**src/rtl/if_id_queue.sv**
```systemverilog
// if_id_queue: DEPTH-entry FIFO of {pc, inst, tag} between fetch and decode.
// An empty queue presents a bubble to decode (pc = RESET_PC, inst = 0, tag = 0).
module if_id_queue #(
  parameter int unsigned       ADDR_W    = 32,
  parameter int unsigned       INST_W    = 32,
  parameter int unsigned       TAG_W     = 4,
  parameter int unsigned       DEPTH     = 4,
  parameter int unsigned       AFULL_LVL = 3,
  parameter logic [ADDR_W-1:0] RESET_PC  = 32'hBFC00000
) (
  input  logic                   clk,
  input  logic                   rst,
  input  logic                   if_valid,
  output logic                   if_ready,
  input  logic [ADDR_W-1:0]      if_pc,
  input  logic [INST_W-1:0]      if_inst,
  input  logic [TAG_W-1:0]       if_tag,
  output logic                   id_valid,
  input  logic                   id_ready,
  output logic [ADDR_W-1:0]      id_pc,
  output logic [INST_W-1:0]      id_inst,
  output logic [TAG_W-1:0]       id_tag,
  input  logic                   flush,
  output logic                   if_afull,
  output logic [$clog2(DEPTH):0] occupancy
);

  localparam int unsigned      PTR_W     = $clog2(DEPTH);
  localparam int unsigned      CNT_W     = PTR_W + 1;
  localparam logic [CNT_W-1:0] FULL_CNT  = CNT_W'(DEPTH);
  localparam logic [CNT_W-1:0] AFULL_CNT = CNT_W'(AFULL_LVL);
  localparam logic [CNT_W-1:0] CNT_ZERO  = CNT_W'(0);
  localparam logic [CNT_W-1:0] CNT_ONE   = CNT_W'(1);
  localparam logic [PTR_W-1:0] PTR_ZERO  = PTR_W'(0);
  localparam logic [PTR_W-1:0] PTR_ONE   = PTR_W'(1);

  logic [ADDR_W-1:0] pc_mem_q   [DEPTH];
  logic [INST_W-1:0] inst_mem_q [DEPTH];
  logic [TAG_W-1:0]  tag_mem_q  [DEPTH];

  logic [PTR_W-1:0] wptr_q, wptr_d;
  logic [PTR_W-1:0] rptr_q, rptr_d;
  logic [CNT_W-1:0] count_q, count_d;
  logic             afull_q, afull_d;
  logic             push_s, pop_s;

  // if_ready looks only at the registered count and flush, never at id_ready.
  assign if_ready  = (count_q != FULL_CNT) && !flush;
  assign id_valid  = (count_q != CNT_ZERO);
  assign push_s    = if_valid && if_ready;
  assign pop_s     = id_valid && id_ready;
  assign occupancy = count_q;
  assign if_afull  = afull_q;

  // Head entry to decode, or the bubble when empty.
  always_comb begin
    id_pc   = RESET_PC;
    id_inst = {INST_W{1'b0}};
    id_tag  = {TAG_W{1'b0}};
    if (id_valid) begin
      id_pc   = pc_mem_q[rptr_q];
      id_inst = inst_mem_q[rptr_q];
      id_tag  = tag_mem_q[rptr_q];
    end else begin
      id_pc   = RESET_PC;
      id_inst = {INST_W{1'b0}};
      id_tag  = {TAG_W{1'b0}};
    end
  end

  // Pointer/count next state; flush overrides any push or pop in the same cycle.
  always_comb begin
    wptr_d  = wptr_q;
    rptr_d  = rptr_q;
    count_d = count_q;
    if (flush) begin
      wptr_d  = PTR_ZERO;
      rptr_d  = PTR_ZERO;
      count_d = CNT_ZERO;
    end else begin
      if (push_s) begin
        wptr_d = wptr_q + PTR_ONE;
      end else begin
        wptr_d = wptr_q;
      end
      if (pop_s) begin
        rptr_d = rptr_q + PTR_ONE;
      end else begin
        rptr_d = rptr_q;
      end
      case ({push_s, pop_s})
        2'b10:   count_d = count_q + CNT_ONE;
        2'b01:   count_d = count_q - CNT_ONE;
        default: count_d = count_q;
      endcase
    end
    afull_d = (count_d >= AFULL_CNT);
  end

  // Control state with synchronous reset.
  always_ff @(posedge clk) begin
    if (rst) begin
      wptr_q  <= PTR_ZERO;
      rptr_q  <= PTR_ZERO;
      count_q <= CNT_ZERO;
      afull_q <= 1'b0;
    end else begin
      wptr_q  <= wptr_d;
      rptr_q  <= rptr_d;
      count_q <= count_d;
      afull_q <= afull_d;
    end
  end

  // Entry storage is deliberately left uncleared; the count alone defines validity.
  always_ff @(posedge clk) begin
    if (push_s) begin
      pc_mem_q[wptr_q]   <= if_pc;
      inst_mem_q[wptr_q] <= if_inst;
      tag_mem_q[wptr_q]  <= if_tag;
    end
  end

  if_id_queue_chk #(
    .DEPTH (DEPTH),
    .PTR_W (PTR_W),
    .CNT_W (CNT_W)
  ) u_chk (
    .clk     (clk),
    .rst     (rst),
    .wptr_q  (wptr_q),
    .rptr_q  (rptr_q),
    .count_q (count_q)
  );

endmodule

// if_id_queue_chk: simulation-only invariants on the queue's pointers and count.
module if_id_queue_chk #(
  parameter int unsigned DEPTH = 4,
  parameter int unsigned PTR_W = 2,
  parameter int unsigned CNT_W = 3
) (
  input logic             clk,
  input logic             rst,
  input logic [PTR_W-1:0] wptr_q,
  input logic [PTR_W-1:0] rptr_q,
  input logic [CNT_W-1:0] count_q
);

  a_count_max: assert property (@(posedge clk) disable iff (rst)
    count_q <= CNT_W'(DEPTH));

  // Pointer difference wraps modulo DEPTH, matching count modulo DEPTH.
  a_ptr_consistent: assert property (@(posedge clk) disable iff (rst)
    PTR_W'(wptr_q - rptr_q) == count_q[PTR_W-1:0]);

endmodule

```
**config.mk**
```make
export PLATFORM = sky130hd
export DESIGN_NAME = if_id_queue
export DESIGN_NICKNAME = d
export VERILOG_FILES = /design/src/rtl/if_id_queue.sv
export SDC_FILE = /design/constraint.sdc
export NUM_CORES = 1
export LEC_CHECK = 0
export ABC_CLOCK_PERIOD_IN_PS = 9860
export CELL_PAD_IN_SITES_DETAIL_PLACEMENT = 0
export CELL_PAD_IN_SITES_GLOBAL_PLACEMENT = 1
export CORE_MARGIN = 2
export CORE_UTILIZATION = 34
export CTS_BUF_LIST = sky130_fd_sc_hd__clkbuf_4
export CTS_CLUSTER_SIZE = 24
export DETAILED_ROUTE_END_ITERATION = 12
export PLACE_DENSITY = 0.69
export SETUP_SLACK_MARGIN = 0.1
export SKIP_CTS_REPAIR_TIMING = 1
export SLEW_MARGIN = 25
export SYNTH_ARGS = -nofsm -noshare
export SYNTH_HDL_FRONTEND = slang
export SYNTH_SLANG_ARGS = --single-unit
```
**constraint.sdc**
```tcl
create_clock -name clk -period 9.86 [get_ports clk]
set_input_delay 2.465 -clock clk [delete_from_list [all_inputs] [get_ports clk]]
set_output_delay 2.465 -clock clk [all_outputs]
set_load 0.005 [all_outputs]
```
==> results of run 1 <==
[power groups by stage]
| stage | clock network [uW] | registers [uW] | logic, uW |
|---|---|---|---|
| after floorplan | 0 | 1360 | 43.3 |
| after CTS | 1050 | 1340 | 120 |
| after global routing | 1110 | 1340 | 127 |
| after global placement | 0 | 1360 | 114 |
| after detailed placement | 0 | 1360 | 119 |
| final | 1010 | 1340 | 117 |
[area by class of cell]
type	instances	share of cell area, %
multi-input cells	175	16.6
clock buffers	112	6.13
well taps	402	3.66
clock inverters	20	0.857
inverters	5	0.146
repair buffers	152	11.6
flip-flops and latches	282	61.0
diodes	1	0.0182
[worst max path at each step]
| stage | start | to | slack [ps] | cells after the start |
|---|---|---|---|---|
| floorplan | flush | if_ready | 4820 | 1 |
| global placement | flush | if_ready | 3800 | 3 |
| detailed placement | flush | if_ready | 3800 | 3 |
| CTS | flop | id_pc[29] | 3730 | 4 |
| global route | occupancy[0] | id_inst[1] | 3460 | 4 |
| finish | flush | if_ready | 3790 | 3 |
[flip-flops by register name (all words and copies together), names as in the netlist, named ones only]
signal	flops
occupancy	3
inst_mem_q	128
if_afull	1
pc_mem_q	128
rptr_q	2
wptr_q	2
tag_mem_q	16
[worst reg2reg max path: cells and delay by family (launching register included)]
kind,cells,cell delay [ps]
adder cells (fa/ha/maj),2,730
buffers and inverters,1,50
AND/OR/NAND/NOR,4,1130
flip-flops,1,500
multiplexers,1,80
[layer usage]
| layer | track usage (%) | part of all wire [%] | wire, um |
|---|---|---|---|
| met3 | 3.79 | 6.7 | 1420 |
| met2 | 21.7 | 50 | 10600 |
| met4 | 5.90 | 1.7 | 364 |
| met1 | 15.6 | 41 | 8770 |
| met5 | 0 | 0 | 0 |
[layout by cell type (no fill, tap or decap), types with 3 or more instances in the layout]
cell	synthesis	layout
edfxtp_1	272	272
clkdlybuf4s50_1	0	146
clkbuf_4	0	112
mux4_2	68	68
and2_1	60	60
clkinv_1	0	11
or2_1	9	9
dfxtp_1	10	8
nor2_1	6	6
ha_1	5	5
inv_1	5	4
clkinv_2	0	4
and3_4	0	4
xor2_1	3	3
buf_12	3	3
[per-stage QoR]
step | instance area, um2 | hold WS, ps | std cells | total power, uW | util [%]
after CTS | 13700 | 537 | 1148 | 2500 | 43.7
after detailed placement | 12800 | 517 | 1016 | 1480 | 40.6
after global routing | 13700 | 589 | 1149 | 2570 | 43.7
after floorplan | 10800 | 485 | 486 | 1400 | -
final | 13700 | 536 | 1149 | 2460 | 43.7
after global placement | 12600 | 505 | 1011 | 1470 | 40.3
[kinds of logic after synthesis]
logic type / synth area share, %
XOR/XNOR: 0.324
AND/OR/NAND/NOR: 5.10
buffers and inverters: 1.68
multiplexers: 14.3
AO/OA/AOI/OAI: 0.451
flip-flops: 77.4
adder cells (fa/ha/maj): 0.764
==> flow_summary.yaml, run 1 <==
floorplanning:
  row_count: 65
  coreArea_um2: 31400
  initial_utilization_pct: 34.4
  io_pins: 147
  die_h_um: 182
  chipWidth_um: 182
  die-area_um2: 33200
min_path:
  min_path_type: "reg -> reg"
  holdPathStages: 2
  worstHoldEndpoint: "rptr_q[1]"
  hold_path.startpoint: "rptr_q[1]"
worst_setup_path:
  worstPathCellList: "clkdlybuf4s50_1 > nor2b_1 > clkdlybuf4s50_1"
  critical_path_class: "in -> out"
  slowest_delay_ps: 520
  critPathArrivalTime_ps: 3600
  cp_common_cell: "clkdlybuf4s50_1"
  rr_worst_depth: 8
  crit_family: "buffers and inverters"
  cp_max_fo: 5
  crit_slowest_cell: "clkdlybuf4s50_1"
  required_ps: 7400
  r2r-start: "occupancy[0]"
  critPathBufInv: 2
  startpoint_type: "input port"
  regToRegEndpoint: "if_afull"
  end_kind: "output port"
  reg2reg_slack_ps: 7300
synthesis:
  synth_top_cell_by_area: "edfxtp_1"
  yosysUniqueCellTypes: 32
  seq_area_frac_synth_pct: 77.4
  synth_ff_type: "edfxtp_1"
  synthCells: 486
  ys_warn_count: 0
  synth_edf_count: 272
  postSynth.asyncResetShare_pct: 0
  syn-num-nets: 565
  yosysMostFrequentCell: "edfxtp_1"
  syn_avg_cell_area_um2: 22.2
  ys_top_cells_by_area: "edfxtp_1, mux4_2, and2_1, dfxtp_1, ha_1"
  synth.top_cell.area_share_pct: 75.6
  ys_ff_latch: 282
  synth_common_cells: "edfxtp_1, mux4_2, and2_1, clkbuf_1, dfxtp_1"
  syn_area_um2: 10800
global_routing:
  grt-ovfl-total: 0
  grt_start_max_net_pins: 61
  antenna_found_initial: 2
  grt_pass1_vias: 6173
  grt_usage_pct: 12.9
  grt_pass1_wl_mm: 33.0
sta:
  setup_viol: 0
  fmax_mhz: 165
  final.setup.worst_slack_ps: 3790
  clock_skew_ps: 47.6
  relSlewSlack_pct: 41.6
  timing.final.crit_period_ps: 6070
  slew_viol_final: 0
  rsz0062_at_grt: "false"
  worst_pin_slew_ps: 876
  hold_violations: 0
  min_period_over_period_pct: 61.5
  finalSetupTns_ps: 0
clocking:
  clock_sinks: 282
  cts_tree: "built"
  cts.reportedPaths.clkPinSlew_ps: 60
  clkLatencyLatePin_ps: 670
  htreeDepth: 3
  cts-root-buf: "clkbuf_4"
  cts_buffer_depth: 3
  cts_inserted_buffers: 77
routing:
  drt-vias-per-instance: 4.78
  wire_per_inst_um: 18.4
  dr.first_iter.drc_count: 326
  drc_errors: 0
  dr_total_vias: 5497
  antenna_left: 0
  routed_wl_mm: 21.1
  dr.pass1.iters: 4
layout:
  area_growth_pct: 27.0
  layout.nets: 772
  multi_input_area_um2: 2280
  drive_above_1_share_pct: 27.5
  fill_cells: 2762
  regArea_um2: 8380
pwr:
  p_leak_uw: 0.00440
  p_sw_uw: 513
  swShare_pct: 20.9
  power_frac_clock_pct: 40.9
  pwr-share-seq_pct: 54.3
  power.density_nw_per_um2: 179
  p_comb_share_pct: 4.8
  internal-power_uw: 1950
  vdd_drop_max_v: 0.0000873
place:
  place_congestion: 0.719
  dpl.hpwl_mm: 12.2
  preCtsSetupSlack_ps: 3800
  portBuffers: 146
job:
  maxCapViolations: 0
status:
  status: "complete, no violations"
Power figures use the tool's default switching activity.
==> inputs of run 2 (changes only) <==
ABC_CLOCK_PERIOD_IN_PS = 5600   (was 9860)
clock period = 5.6 ns   (was 9.86 ns; I/O delays follow)
==> flow_summary.yaml, run 2 (same netlist as run 1, synthesis figures left out) <==
sta:
  finalSetupTns_ps: 0
  hold_violations: 0
  fmax_mhz: 202
  clock_skew_ps: 60.0
  relSlewSlack_pct: 42.0
  worst_hold_slack_ps: 527
  min_period_over_period_pct: 88.6
  slew_viol_final: 0
  setup_viol: 0
  timing.final.crit_period_ps: 4960
  worst_pin_slew_ps: 870
  rsz0062_at_grt: "false"
layout:
  layout_commonest_cell: "edfxtp_1"
  final_cell_mix: "edfxtp_1, clkdlybuf4s50_1, clkbuf_4"
  layout.nets: 771
  drive_above_1_share_pct: 27.2
  area_growth_pct: 27.0
  fin_util_pct: 43.7
  reg_top3: "inst_mem_q: 128 flops, pc_mem_q: 128 flops, tag_mem_q: 16 flops"
global_routing:
  grt_pass1_vias: 6114
  antenna_found_initial: 1
  grt-ovfl-total: 0
  grt_start_max_net_pins: 69
  grt_usage_pct: 13.0
  grt_pass1_wl_mm: 33.0
clocking:
  cts.reportedPaths.clkPinSlew_ps: 60
  clkLatencyLatePin_ps: 660
  clock_sinks: 282
  cts_inserted_buffers: 76
  htreeDepth: 3
  cts_buffer_depth: 3
  cts-root-buf: "clkbuf_4"
  cts_tree: "built"
floorplanning:
  row_count: 65
  chipWidth_um: 182
  die_h_um: 182
  die-area_um2: 33200
  io_pins: 147
  initial_utilization_pct: 34.4
  coreArea_um2: 31400
routing:
  dr.first_iter.drc_count: 269
  dr.pass1.iters: 4
  dr_total_vias: 5453
  wire_per_inst_um: 18.4
  routed_wl_mm: 21.1
  drc_errors: 0
  antenna_left: 0
  drt-vias-per-instance: 4.75
worst_setup_path:
  cp_max_fo: 60
  slowest_delay_ps: 910
  critPathArrivalTime_ps: 3560
  critical_path_class: "reg -> out"
  crit_family: "buffers and inverters"
  end_kind: "output port"
  worstPathCellList: "nor3_2 > clkinv_2 > and2_1 > clkdlybuf4s50_1"
  r2r-start: "occupancy[1]"
  required_ps: 4200
  critPathLaunch: "occupancy[0]"
  startpoint_type: "flop"
  critPathBufInv: 2
  crit_slowest_cell: "clkinv_2"
pwr:
  vdd_drop_max_v: 0.000155
  power.density_nw_per_um2: 314
  p_leak_uw: 0.00439
  finalPower_uw: 4310
min_path:
  hold_path.startpoint: "rptr_q[1]"
  min_path_type: "reg -> reg"
place:
  dpl.hpwl_mm: 11.9
  portBuffers: 146
  place_congestion: 0.693
status:
  status: "complete, no violations"
job:
  maxCapViolations: 0
==> run 2: cell types whose count changed in the layout (fill, tap and decap cells not counted) <==
cell,change
clkinvlp_4,+1
clkinv_2,-1
buf_6,-1
buf_12,+1
clkbuf_4,-1
inv_2,-1
clkinv_1,+1
==> run 2: power breakdown <==
group          switching, uW  internal (uW)
clock                    795            955
combinational           86.3            121
sequential              9.17           2340
total                    891           3420
==> run 2: through the flow <==
stage               worst slack [ps]  cell area, um2  std cells
floorplan                       1780           10800        486
global placement                1540           12700       1011
detailed placement              1550           12800       1015
CTS                              828           13700       1146
global route                     254           13700       1148
finish                           641           13700       1148
==> run 2: worst paths after layout <==
check / to / slack, ps / depth (start not counted)
hold / removal: rptr_q[1] / 530 / 2
hold reg to reg: rptr_q[1] / 530 / 2
setup reg to reg: if_afull / 3030 / 8
setup / recovery: id_inst[10] / 640 / 4
==> run 2: worst reg2reg max path, delay by kind of cell (launching register included) <==
| family | cells | cell delay (ps) |
|---|---|---|
| buffers and inverters | 1 | 50 |
| muxes | 1 | 80 |
| adders and majority gates | 2 | 730 |
| DFF | 1 | 490 |
| and+or+nand+nor | 4 | 1150 |
==> run 2: layout make-up <==
cell class / count / area (um2)
Fill cell: 2789 / 17700
Sequential cell: 282 / 8380
Multi-Input combinational cell: 175 / 2280
Timing Repair Buffer: 152 / 1600
Clock buffer: 111 / 833
Tap cell: 402 / 503
Clock inverter: 20 / 120
Inverter: 5 / 20.0
Antenna cell: 1 / 2.50
==> run 2: routing by layer <==
layer / track usage (%) / part of all wire (%) / up-vias
li1: - / - / 2437
met1: 16.3 / 43 / 2794
met2: 21.0 / 49 / 179
met3: 4.31 / 6.1 / 43
met4: 5.13 / 2.1 / 0
met5: 0 / 0 / -
==> inputs of run 3 (changes only) <==
CTS_CLUSTER_DIAMETER = 120   (was unset)
DONT_BUFFER_PORTS = 1   (was unset)
PLACE_DENSITY = 0.62   (was 0.69)
==> flow_summary.yaml, run 3 (same netlist as run 1, synthesis figures left out) <==
clocking:
  cts_tree: "built"
  cts.reportedPaths.clkPinSlew_ps: 210
  cts_buffer_depth: 3
  clkLatencyLatePin_ps: 690
  cts_inserted_buffers: 15
  clock_sinks: 282
  cts-root-buf: "clkbuf_4"
  htreeDepth: 1
global_routing:
  antenna_found_initial: 1
  grt_usage_pct: 12.1
  met1_usage_pct: 14.4
  grt-busiest-layer: "met2"
  grt_pass1_wl_mm: 30.4
  grt_start_max_net_pins: 61
  grtUsageMet2_pct: 21.4
  grt_use_met3_pct: 3.89
  grt_pass1_vias: 4958
  grt-ovfl-total: 0
floorplanning:
  initial_utilization_pct: 34.4
  chipWidth_um: 182
  coreArea_um2: 31400
  die_h_um: 182
  io_pins: 147
  die-area_um2: 33200
  row_count: 65
place:
  place_congestion: 0.691
  portBuffers: 0
  dpl_cell_area_um2: 11300
  dpl.hpwl_mm: 12.1
worst_setup_path:
  cp_max_fo: 60
  critPathBufInv: 1
  critPathArrivalTime_ps: 3040
  end_kind: "output port"
  slowest_delay_ps: 860
  required_ps: 4200
  worstPathCellList: "nor3_2 > clkinv_2 > and2_1"
  crit_slowest_cell: "clkinv_2"
  startpoint_type: "flop"
  crit_family: "simple AND/OR/NAND/NOR gates"
  critical_path_class: "reg -> out"
  reg2reg_slack_ps: 2970
sta:
  relSlewSlack_pct: 42.2
  slew_viol_final: 0
  finalSetupTns_ps: 0
  fmax_mhz: 225
  timing.final.crit_period_ps: 4440
  clock_skew_ps: 45.2
  rsz0062_at_grt: "false"
  worst_pin_slew_ps: 868
  hold_violations: 0
  setup_viol: 0
  min_period_over_period_pct: 79.2
layout:
  fill_cells: 2882
  regArea_um2: 8380
  drive_above_1_share_pct: 21.3
  layout.nets: 564
  multi_input_area_um2: 2280
  area_growth_pct: 6.19
  final_cell_mix: "edfxtp_1, mux4_2, and2_1"
  fin_area_um2: 11500
  layout_commonest_cell: "edfxtp_1"
  reg_top3: "inst_mem_q: 128 flops, pc_mem_q: 128 flops, tag_mem_q: 16 flops"
status:
  status: "complete, no violations"
pwr:
  p_leak_uw: 0.00338
  vdd_drop_max_v: 0.000219
  power.density_nw_per_um2: 276
routing:
  dr.first_iter.drc_count: 306
  wire_per_inst_um: 22.3
  dr.pass1.iters: 6
  routed_wl_mm: 19.9
  antenna_left: 0
  drc_errors: 0
  dr_total_vias: 4487
  drt-vias-per-instance: 5.04
min_path:
  min_path_type: "reg -> reg"
job:
  maxCapViolations: 0
[run 3: worst register-to-register path: cells and delay by family, from the launching register on]
family,cells,cell delay (ps)
adders and majority gates,2,730
muxes,1,90
and+or+nand+nor,4,1160
buffers and inverters,1,60
DFF,1,550
[run 3: area by class of cell]
class | instances | area share [%]
clock inverter | 2 | 0.109
antenna | 1 | 0.0218
tap | 402 | 4.38
timing repair buffer | 6 | 1.31
sequential | 282 | 73.0
inverter | 5 | 0.174
multi-input combinational | 175 | 19.9
clock buffer | 18 | 1.18
[run 3: routing by layer]
layer	vias up	wire length (um)
met5	-	0
met4	0	476
met3	19	1410
met2	111	10100
met1	2414	7940
li1	1943	-
[run 3: power breakdown]
part / leakage [uW] / internal, uW / switching (uW)
Combinational: 0.000740 / 44.8 / 53.6
Clock: 0.0000912 / 152 / 570
Sequential: 0.00255 / 2340 / 9.61
Total: 0.00338 / 2540 / 634
[run 3: stage by stage]
step	power (uW)	worst slack [ps]	std cells	hold WS (ps)	utilization, %
floorplan	2470	1780	486	485	-
global placement	2500	2080	865	510	35.7
detailed placement	2500	2000	870	536	36.1
CTS	3230	1260	890	577	36.6
global route	3300	800	891	620	36.6
finish	3170	1160	891	567	36.6
[run 3: path summary, 6_finish.rpt]
kind / startpoint / to / cells past startpoint
max: occupancy[0] / id_pc[13] / 3
min: rptr_q[1] / rptr_q[1] / 2
max reg2reg: occupancy[0] / if_afull / 8
min reg2reg: rptr_q[1] / rptr_q[1] / 2
==> edit: new RTL, flow settings as in run 2 <==
Make the reset (`rst`) asynchronous in one clocked block. Comments in the files are not updated.
--- a/src/rtl/if_id_queue.sv
+++ b/src/rtl/if_id_queue.sv
@@ -99,5 +99,5 @@
 
   // Control state with synchronous reset.
-  always_ff @(posedge clk) begin
+  always_ff @(posedge clk or posedge rst) begin
     if (rst) begin
       wptr_q  <= PTR_ZERO;
Behaviour: differs if rst is asserted again (counterexample within 4 cycles, from zero or initial values and one cycle with rst high); with rst held inactive, the same outputs for 4 cycles.
==> edit against run 2 <==
  * Die area is essentially flat
  * Synthesized cell count grew 0.21%
  * Final area shrank 0.24%
  * Synthesized area shrank 0.10%
  * Highest routed layer unchanged
  * Via count shrank 0.75%
  * Routed wire length grew 0.68%
  * Sequential cell count shrank 2
  * Sequential share of layout area grew 0.15 points
  * Setup slack gained 0.42 ns
Power is not compared: it rests on default switching activity, and its combinational part moved more than twofold at a synthesized area within 25%.
==> edit: results (changes against run 2) <==
Final min period -> 4.543 ns (was 4.959 ns)
Yosys cell types -> 29 (was 32)
layout cell share with drive strength beyond 1 -> 26.15% (was 27.25%)
GRT Total Usage -> 13.02% (was 12.99%)
status -> finished, final reports clean (unchanged)
WHS Endpoint -> wptr_q[0] (was rptr_q[1])
syn avg cell area -> 22.17 um2 (was 22.24 um2)
HPWL after DPL -> 12,880 um (was 11,920 um)
global-route wire length before repair -> 32,810 um (was 33,020 um)
Num CTS Buffers -> 73 (was 76)
PnR Total Power -> 5.880 mW
fin nets -> 772 (was 771)
asr flop ratio synth -> 2.857% (was 0%)
DR iter-0 viols -> 352 (was 269)
CP max FO -> 39 (was 60)
CP max stage cell -> dfrtp_4 (was clkinv_2)
most frequent cells after synthesis -> edfxtp_1 (272), mux4_2 (68), and2_1 (64), clkbuf_1 (11) (was edfxtp_1 (272), mux4_2 (68), and2_1 (60), clkbuf_1 (12), dfxtp_1 (10))
WHS Path Cells -> 1 (was 2)
hold_sp -> wptr_q[0] (was rptr_q[1])
R2R depth -> 9 (was 8)
Final Skew -> 0.04312 ns (was 0.06000 ns)
Reg2Reg Setup Slack -> 2.11 ns (was 3.03 ns)
WL met3 -> 1544 um (was 1291 um)
DRT met1 WL -> 8604 um (was 9104 um)
vias in the first global route -> 6,082 (was 6,114)
edit: changes by cell type in the layout (fill, tap and decap cells not counted), moves of 4 or more:
cell,delta
and2_4,+4
dfrtp_1,+6
clkbuf_4,-12
and3_4,-4
dfxtp_1,-8
clkinv_1,+5
edit: layout make-up:
| cell class | instances | area, um2 |
|---|---|---|
| Timing Repair Buffer | 155 | 1639 |
| Fill cell | 2717 | 17690 |
| Multi-Input combinational cell | 178 | 2270 |
| Inverter | 5 | 20.02 |
| Antenna cell | 3 | 7.507 |
| Tap cell | 402 | 503.0 |
| Clock inverter | 25 | 140.1 |
| Sequential cell | 280 | 8376 |
| Clock buffer | 99 | 743.2 |
edit: logic make-up after synthesis:
family | count (synthesis) | share of synthesized area, %
DFF | 280 | 77.50
and+or+nand+nor | 90 | 4.994
muxes | 71 | 14.47
buffers and inverters | 29 | 1.622
AOI/OAI and AO/OA | 9 | 0.4867
adders and majority gates | 6 | 0.7648
xor gates and xnor gates | 2 | 0.1623
